$ cat src/rtl/axil_user_master.sv
// AXI-Lite master bridging a level-based user read/write request interface
// onto a single-outstanding AXI4-Lite transaction.
module axil_user_master #(
    parameter int ADDR_W = 32,
    parameter int DATA_W = 32
) (
    input  logic                  clk,
    input  logic                  resetn,
    // user side
    input  logic                  write,
    input  logic                  read,
    input  logic [ADDR_W-1:0]     user_waddr,
    input  logic [DATA_W-1:0]     user_wdata,
    input  logic [ADDR_W-1:0]     user_raddr,
    output logic [DATA_W-1:0]     user_rdata,
    output logic                  wr_ready,
    output logic                  rd_ready,
    output logic                  wr_err,
    output logic                  rd_err,
    // AXI-Lite write address
    output logic [ADDR_W-1:0]     m_awaddr,
    output logic [2:0]            m_awprot,
    output logic                  m_awvalid,
    input  logic                  m_awready,
    // AXI-Lite write data
    output logic [DATA_W-1:0]     m_wdata,
    output logic [DATA_W/8-1:0]   m_wstrb,
    output logic                  m_wvalid,
    input  logic                  m_wready,
    // AXI-Lite write response
    input  logic [1:0]            m_bresp,
    input  logic                  m_bvalid,
    output logic                  m_bready,
    // AXI-Lite read address
    output logic [ADDR_W-1:0]     m_araddr,
    output logic [2:0]            m_arprot,
    output logic                  m_arvalid,
    input  logic                  m_arready,
    // AXI-Lite read data
    input  logic [DATA_W-1:0]     m_rdata,
    input  logic [1:0]            m_rresp,
    input  logic                  m_rvalid,
    output logic                  m_rready
);

    typedef enum logic [2:0] {
        IDLE,
        WR_ADDR_DATA,
        WR_RESP,
        RD_ADDR,
        RD_DATA,
        DONE
    } state_t;

    state_t              state_q, state_d;
    logic                awvalid_q, awvalid_d;
    logic                wvalid_q, wvalid_d;
    logic                arvalid_q, arvalid_d;
    logic [ADDR_W-1:0]   awaddr_q, awaddr_d;
    logic [DATA_W-1:0]   wdata_q, wdata_d;
    logic [ADDR_W-1:0]   araddr_q, araddr_d;
    logic [DATA_W-1:0]   rdata_q, rdata_d;
    logic                wr_ready_q, wr_ready_d;
    logic                rd_ready_q, rd_ready_d;
    logic                wr_err_q, wr_err_d;
    logic                rd_err_q, rd_err_d;
    // 1 when the most recent grant was a write; reset to 0 so write wins first
    logic                last_wr_q, last_wr_d;
    logic                grant_wr, grant_rd;

    // State and datapath registers, synchronous active-low reset
    always_ff @(posedge clk) begin
        if (!resetn) begin
            state_q    <= IDLE;
            awvalid_q  <= 1'b0;
            wvalid_q   <= 1'b0;
            arvalid_q  <= 1'b0;
            awaddr_q   <= '0;
            wdata_q    <= '0;
            araddr_q   <= '0;
            rdata_q    <= '0;
            wr_ready_q <= 1'b0;
            rd_ready_q <= 1'b0;
            wr_err_q   <= 1'b0;
            rd_err_q   <= 1'b0;
            last_wr_q  <= 1'b0;
        end else begin
            state_q    <= state_d;
            awvalid_q  <= awvalid_d;
            wvalid_q   <= wvalid_d;
            arvalid_q  <= arvalid_d;
            awaddr_q   <= awaddr_d;
            wdata_q    <= wdata_d;
            araddr_q   <= araddr_d;
            rdata_q    <= rdata_d;
            wr_ready_q <= wr_ready_d;
            rd_ready_q <= rd_ready_d;
            wr_err_q   <= wr_err_d;
            rd_err_q   <= rd_err_d;
            last_wr_q  <= last_wr_d;
        end
    end

    // Next-state logic: arbitration, handshake tracking and response capture
    always_comb begin
        state_d    = state_q;
        awvalid_d  = awvalid_q;
        wvalid_d   = wvalid_q;
        arvalid_d  = arvalid_q;
        awaddr_d   = awaddr_q;
        wdata_d    = wdata_q;
        araddr_d   = araddr_q;
        rdata_d    = rdata_q;
        wr_ready_d = 1'b0;
        rd_ready_d = 1'b0;
        wr_err_d   = wr_err_q;
        rd_err_d   = rd_err_q;
        last_wr_d  = last_wr_q;
        grant_wr   = 1'b0;
        grant_rd   = 1'b0;

        case (state_q)
            IDLE: begin
                grant_wr = write && (!read || !last_wr_q);
                grant_rd = read && !grant_wr;
                if (grant_wr) begin
                    state_d   = WR_ADDR_DATA;
                    awvalid_d = 1'b1;
                    wvalid_d  = 1'b1;
                    awaddr_d  = user_waddr;
                    wdata_d   = user_wdata;
                    last_wr_d = 1'b1;
                end else if (grant_rd) begin
                    state_d   = RD_ADDR;
                    arvalid_d = 1'b1;
                    araddr_d  = user_raddr;
                    last_wr_d = 1'b0;
                end
            end
            WR_ADDR_DATA: begin
                // each VALID clears on its own handshake; leave once both are gone
                if (awvalid_q && m_awready) awvalid_d = 1'b0;
                if (wvalid_q && m_wready)   wvalid_d  = 1'b0;
                if (!awvalid_d && !wvalid_d) state_d = WR_RESP;
            end
            WR_RESP: begin
                if (m_bvalid) begin
                    state_d    = DONE;
                    wr_ready_d = 1'b1;
                    wr_err_d   = (m_bresp != 2'b00);
                end
            end
            RD_ADDR: begin
                if (m_arready) begin
                    arvalid_d = 1'b0;
                    state_d   = RD_DATA;
                end
            end
            RD_DATA: begin
                if (m_rvalid) begin
                    state_d    = DONE;
                    rdata_d    = m_rdata;
                    rd_err_d   = (m_rresp != 2'b00);
                    rd_ready_d = 1'b1;
                end
            end
            DONE: begin
                state_d = IDLE;
            end
            default: begin
                state_d = IDLE;
            end
        endcase
    end

    assign m_awaddr   = awaddr_q;
    assign m_awprot   = 3'b000;
    assign m_awvalid  = awvalid_q;
    assign m_wdata    = wdata_q;
    assign m_wstrb    = '1;
    assign m_wvalid   = wvalid_q;
    assign m_bready   = (state_q == WR_RESP);
    assign m_araddr   = araddr_q;
    assign m_arprot   = 3'b000;
    assign m_arvalid  = arvalid_q;
    assign m_rready   = (state_q == RD_DATA);
    assign user_rdata = rdata_q;
    assign wr_ready   = wr_ready_q;
    assign rd_ready   = rd_ready_q;
    assign wr_err     = wr_err_q;
    assign rd_err     = rd_err_q;

endmodule

$ cat config.mk
export PLATFORM = sky130hd
export DESIGN_NAME = axil_user_master
export DESIGN_NICKNAME = d
export VERILOG_FILES = /design/src/rtl/axil_user_master.sv
export SDC_FILE = /design/constraint.sdc
export NUM_CORES = 1
export LEC_CHECK = 0
export ABC_AREA = 1
export BUFFER_PORTS_ARGS = -buffer_cell sky130_fd_sc_hd__buf_2
export CORE_MARGIN = 10
export CORE_UTILIZATION = 40
export CTS_CLUSTER_DIAMETER = 40
export DETAILED_ROUTE_END_ITERATION = 8
export PLACE_DENSITY_LB_ADDON = 0.12
export SLEW_MARGIN = 20
export SYNTH_ARGS = -nofsm -noshare
export SYNTH_HDL_FRONTEND = slang
export SYNTH_SLANG_ARGS = --single-unit
$ cat constraint.sdc
create_clock -name clk -period 1.4 [get_ports clk]
set_clock_uncertainty 0.05 [all_clocks]
set_input_delay 0.28 -clock clk [delete_from_list [all_inputs] [get_ports clk]]
set_output_delay 0.28 -clock clk [all_outputs]
set_load 0.005 [all_outputs]
==> impl_metrics.yaml, run 1 <==
finish:
  areaGrowthSynthToFinish_pct: 63.7
  final_common_cell: "buf_2"
  mostFrequentLayoutCells: "buf_2 (275), nor2_1 (143), dfxtp_1 (136)"
  layout.cells.non_filler: 1147
  layout-drive-gt1-share_pct: 49.6
  nNetsFinal: 1100
synth:
  yosys_warnings: 0
  synth_cell_type_count: 26
  yosysSeqAreaShare_pct: 54.4
  avgSynthCellArea_sq_um: 7.82
  synthesis.area_sq_mm: 0.00511
  synth_area_leaders: "dfxtp_1 (54%), nor2_1 (15%), o21ai_0 (7.1%), a21oi_1 (3.8%), nand2_1 (3.7%)"
  synth_seq_cells: 139
  netlist_instances: 654
  synth_top_cell_area_share_pct: 54.4
  synth_area_leader_cell: "dfxtp_1"
placed_design:
  place_ws_ns: -0.0580
  port_buffers: 277
  dp_hpwl_mm: 12.8
  place.gp.congestion: 0.765
  placedCellCount: 1079
die:
  dieArea_sq_mm: 0.0177
  die_w_microns: 133
  ios: 288
  start_util_pct: 40.7
  coreArea_sq_mm: 0.0126
  rows: 41
  die_y_microns: 133
critical_path:
  crit_path_start_kind: "flip-flop"
  crit_slowest_cell: "dfxtp_4"
  cp-end-kind: "flip-flop"
  cp_cell_sequence: "buf_6 -> nor2_4 -> nand2_4 -> nor2_4 -> nand2_4 -> inv_6 -> buf_12 -> buf_12 -> buf_12 -> nor2_4 -> nor2_2"
  crit_type: "reg2reg"
  reg2regPathDepth: 11
  crit_arrival_ns: 1.90
  critPathRequiredTime_ns: 1.71
  max_stage_delay_ns: 0.36
  cp_max_fo: 5
  r2r_slack_ns: -0.20
clock_network:
  clk_pin_slew_ns: 0.06
  cts_buffers: 17
  cts_hold_buf: 0
  cts.sinks: 139
  cts_tree: "built"
  cts_root_buf: "clkbuf_16"
  cts_max_level: 4
  clkLatencyLatePin_ns: 0.41
  cts_buffer_depth: 2
power:
  ir_drop_uv: 959
  powerDensity_mw_per_mm2: 1920
  leakage_uw: 0.00399
global_route:
  first_global_vias: 5437
  grt_max_degree: 62
  grt_pass1_wl_mm: 27.4
  met1_usage_pct: 18.8
  grt_use_met3_pct: 9.58
  grt_overflow: 0
  grt-busiest-layer: "met2"
  grtUsageTotal_pct: 19.1
  met2_usage_pct: 33.0
  antenna_found_initial: 4
timing:
  fmaxAchievable_mhz: 626
  period_minus_slack_ns: 1.60
  finalMaxSlewViolations: 0
  finalSetupViolCount: 102
  grt_setup_unrepaired: "yes"
  hold_ws_ns: 0.0303
  fin_crit_sh_pct: 114
  hold_violations: 0
  setup_slack_ns: -0.196
status:
  status: "finished with violations"
  failed_checks: "negative setup slack"
routing:
  drt_wl_total_mm: 19.6
  drc: 0
  vias: 5589
  first_pass_iters: 5
  wl_per_cell_microns: 17.1
  ant_nets: 0
  drt_iter0_markers: 241
  vias_per_cell: 4.87
hold_path:
  hp-class: "in2reg"
  min_path_cells: 3
flow_run:
  maxCapViolations: 0
worst max-delay path, delay by kind of cell (launching register included):
family,cells,cell delay [ns]
DFF,1,0.36
and+or+nand+nor,6,0.58
buffers and inverters,5,0.53
layer usage:
metal / vias to the layer above / wire length (microns)
met5: - / 11
met1: 2579 / 6900
met4: 2 / 622
met3: 45 / 1840
li1: 2733 / -
met2: 230 / 10300
through the flow:
stage	power, uW	TNS, ns	cell area [sq um]	utilization [%]
finish	16100	-13.44	8370	66.6
CTS	14800	-3.76	7680	61.1
global route	17000	-22.16	8370	66.6
floorplan	7600	0	5140	-
global placement	9420	-0.0142	6690	53.2
detailed placement	9540	-0.338	6690	53.2
kinds of logic (layout without fill, tap and decap cells):
kind of cell / after synthesis / in the layout / synth area share (%)
and+or+nand+nor: 303 / 304 / 24.0
AOI/OAI and AO/OA: 142 / 142 / 14.1
DFF: 139 / 139 / 54.4
buffers and inverters: 68 / 377 / 7.36
other: 2 / 13 / 0.147
sequential cells by signal (all words and copies together), names as in the netlist:
name / cells
rd_err: 1
wr_ready: 1
rd_ready: 1
m_awvalid: 1
m_araddr: 32
user_rdata: 32
last_wr_q: 1
m_wvalid: 1
m_arvalid: 1
state_q: 3
m_wdata: 32
wr_err: 1
m_awaddr: 32
cell usage after synthesis (all sizes together):
library cell / n
nand2: 54
o211ai: 1
nor3: 5
nand3b: 1
a21oi: 39
dfxtp: 139
o21bai: 2
clkbuf: 20
nor2: 208
o21ai: 99
a31oi: 1
conb: 2
buf: 37
nand3: 35
inv: 11
where the power goes:
group	internal, uW	leakage, uW	total [uW]	switching, uW
clock	2940	0.000295	4610	1670
combinational	2930	0.00256	5980	3040
sequential	4950	0.00114	5520	565
total	10800	0.00399	16100	5280
layout make-up:
type | instances | area (sq um)
Multi-Input combinational cell | 456 | 2410
Inverter | 11 | 51.3
Sequential cell | 139 | 2790
Timing Repair Buffer | 334 | 2290
Clock buffer | 21 | 470
Tap cell | 172 | 215
Antenna cell | 3 | 7.51
Clock inverter | 11 | 141
Fill cell | 1038 | 4200
repair_timing:
action / 4_1_cts / 5_1_grt
endpoints found under the setup margin: 31 / 137
setup buffers: 12 / 7
gates cloned: 4 / 15
pin swaps: 17 / 50
resized for setup: 54 / 148
path summary, 6_finish.rpt:
| check | startpoint | end |
|---|---|---|
| hold / removal | user_waddr[18] | m_awaddr[18] |
| setup reg to reg | state_q[0] | m_araddr[18] |
| hold reg to reg | user_rdata[17] | user_rdata[17] |
| setup / recovery | state_q[0] | m_araddr[18] |
Power figures use the tool's default switching activity.
==> inputs of run 2 (changes only) <==
--- a/config.mk
+++ b/config.mk
@@ -9,5 +9,5 @@
 export BUFFER_PORTS_ARGS = -buffer_cell sky130_fd_sc_hd__buf_2
 export CORE_MARGIN = 10
-export CORE_UTILIZATION = 40
+export CORE_UTILIZATION = 35
 export CTS_CLUSTER_DIAMETER = 40
 export DETAILED_ROUTE_END_ITERATION = 8
==> constraint.sdc (replaced) <==
create_clock -name clk -period 1.4 [get_ports clk]
set_clock_uncertainty 0.05 [all_clocks]
set_input_delay 0.28 -clock clk [delete_from_list [all_inputs] [get_ports clk]]
set_output_delay 0.28 -clock clk [all_outputs]
set_load 0.1 [all_outputs]
==> run 2 against run 1 <==
The run still ends with negative setup slack left. Non-clock buffer count up 1. Sequential share of layout area fell by 6.5 points. Sequential cell count did not move. Critical path type is now reg2out.
==> impl_metrics.yaml, run 2 (synthesized netlist as in run 1, its figures left out) <==
status:
  status: "finished with violations"
  failed_checks: "negative setup slack"
critical_path:
  critPathRequiredTime_ns: 1.07
  cp_max_fo: 3
  crit_type: "reg2out"
  crit_path_start_kind: "flip-flop"
  cp-end-kind: "output pin"
  crit_arrival_ns: 1.36
hold_path:
  hp-class: "in2reg"
timing:
  worstMarginPinSlew_ns: 0.560
  relSlewSlack_pct: 62.7
  finalSetupViolCount: 121
  hold_ws_ns: 0.0278
  fmaxAchievable_mhz: 593
  period_minus_slack_ns: 1.69
  fin_crit_sh_pct: 120
  setup_slack_ns: -0.287
  finalMaxSlewViolations: 0
  grt_setup_unrepaired: "yes"
  hold_violations: 0
clock_network:
  clkLatencyLatePin_ns: 0.41
  cts.sinks: 139
  cts_buffers: 17
  clk_pin_slew_ns: 0.06
  cts_tree: "built"
  cts_buffer_depth: 2
  cts_hold_buf: 0
  cts_max_level: 4
  cts_root_buf: "clkbuf_16"
finish:
  nNetsFinal: 1103
  mostFrequentLayoutCells: "buf_2 (140), dfxtp_1 (133), nor2_1 (129)"
  seqCellArea_sq_mm: 0.00280
  fillers: 1063
  multi_input_comb_area_sq_mm: 0.00262
  layout-drive-gt1-share_pct: 52.1
  final_common_cell: "buf_2"
  utilization_pct: 72.0
  areaGrowthSynthToFinish_pct: 103
die:
  rows: 44
  ios: 288
  coreArea_sq_mm: 0.0144
  die_w_microns: 141
  die_y_microns: 141
  start_util_pct: 35.5
  dieArea_sq_mm: 0.0198
global_route:
  grtUsageTotal_pct: 17.0
  first_global_vias: 5121
  grt_max_degree: 101
  grt_pass1_wl_mm: 27.3
  met1_usage_pct: 18.2
  grt-busiest-layer: "met2"
  grt_overflow: 0
  met2_usage_pct: 27.8
  grt_use_met3_pct: 9.24
  antenna_found_initial: 3
routing:
  ant_nets: 0
  vias: 5569
  drt_wl_total_mm: 21.6
  vias_per_cell: 4.81
  first_pass_iters: 4
  wl_per_cell_microns: 18.7
  drt_iter0_markers: 220
  drc: 0
power:
  seqPwrFrac_pct: 22.8
  switching_share_pct: 49.7
  p_clk_share_pct: 16.2
  powerDensity_mw_per_mm2: 2490
  p_int_uw: 13000
  power_uw: 25900
  power.net_switching_uw: 12900
  leakage_uw: 0.00439
  power_frac_comb_pct: 61.0
  ir_drop_uv: 1630
placed_design:
  dp_hpwl_mm: 13.0
  port_buffers: 277
  place.gp.congestion: 0.751
flow_run:
  maxCapViolations: 0
[run 2: repair_timing]
| action | CTS | global route |
|---|---|---|
| gates cloned | 0 | 27 |
| pin swaps | 2 | 44 |
| setup buffers | 3 | 6 |
| setup endpoints to repair | 46 | 140 |
| resized for setup | 43 | 248 |
[run 2: worst max-delay path, stage by stage (launching register included)]
cell and delay, ns:
dfxtp_2 0.32, buf_4 0.13, nor3_4 0.19, buf_6 0.14, buf_12 0.16
[run 2: metal layers]
metal	share of wire, %	vias to the layer above
li1	-	2727
met1	37	2622
met2	52	194
met3	9.1	24
met4	1.4	2
met5	0.060	-
[run 2: power groups by stage]
stage	clock network, uW	registers, uW	logic [uW]
after floorplan	0	12100	2370
after global placement	0	5850	13200
after detailed placement	0	5880	13200
after CTS	4280	5830	13500
after global routing	4430	5990	16400
final	4200	5890	15800
[run 2: area by class of cell]
cell class	instances	share of cell area [%]
well taps	184	2.22
repair inverters	1	0.108
inverters	11	0.710
flip-flops and latches	139	26.9
clock inverters	8	0.674
multi-input cells	457	25.2
repair buffers	335	39.6
diodes	2	0.0482
clock buffers	22	4.56
[run 2: stage by stage]
step	TNS (ns)	worst slack, ns	instance area [sq um]	instances
after CTS	-1.56	-0.302	9020	1124
after floorplan	-1.83	-0.484	5180	662
after global placement	0	0.00605	8360	1091
after detailed placement	-0.00707	-0.00393	8360	1091
final	-19.52	-0.287	10400	1159
after global routing	-30.42	-0.348	10400	1159
[run 2: path summary, 6_finish.rpt]
| check | from | endpoint | slack, ns | depth (start not counted) |
|---|---|---|---|---|
| worst max register to register | state_q[0] | m_araddr[21] | -0.25 | 10 |
| worst max-delay path | state_q[0] | m_rready | -0.29 | 4 |
| worst min-delay path | user_waddr[17] | m_awaddr[17] | 0.03 | 3 |
| worst min register to register | user_rdata[16] | user_rdata[16] | 0.43 | 2 |
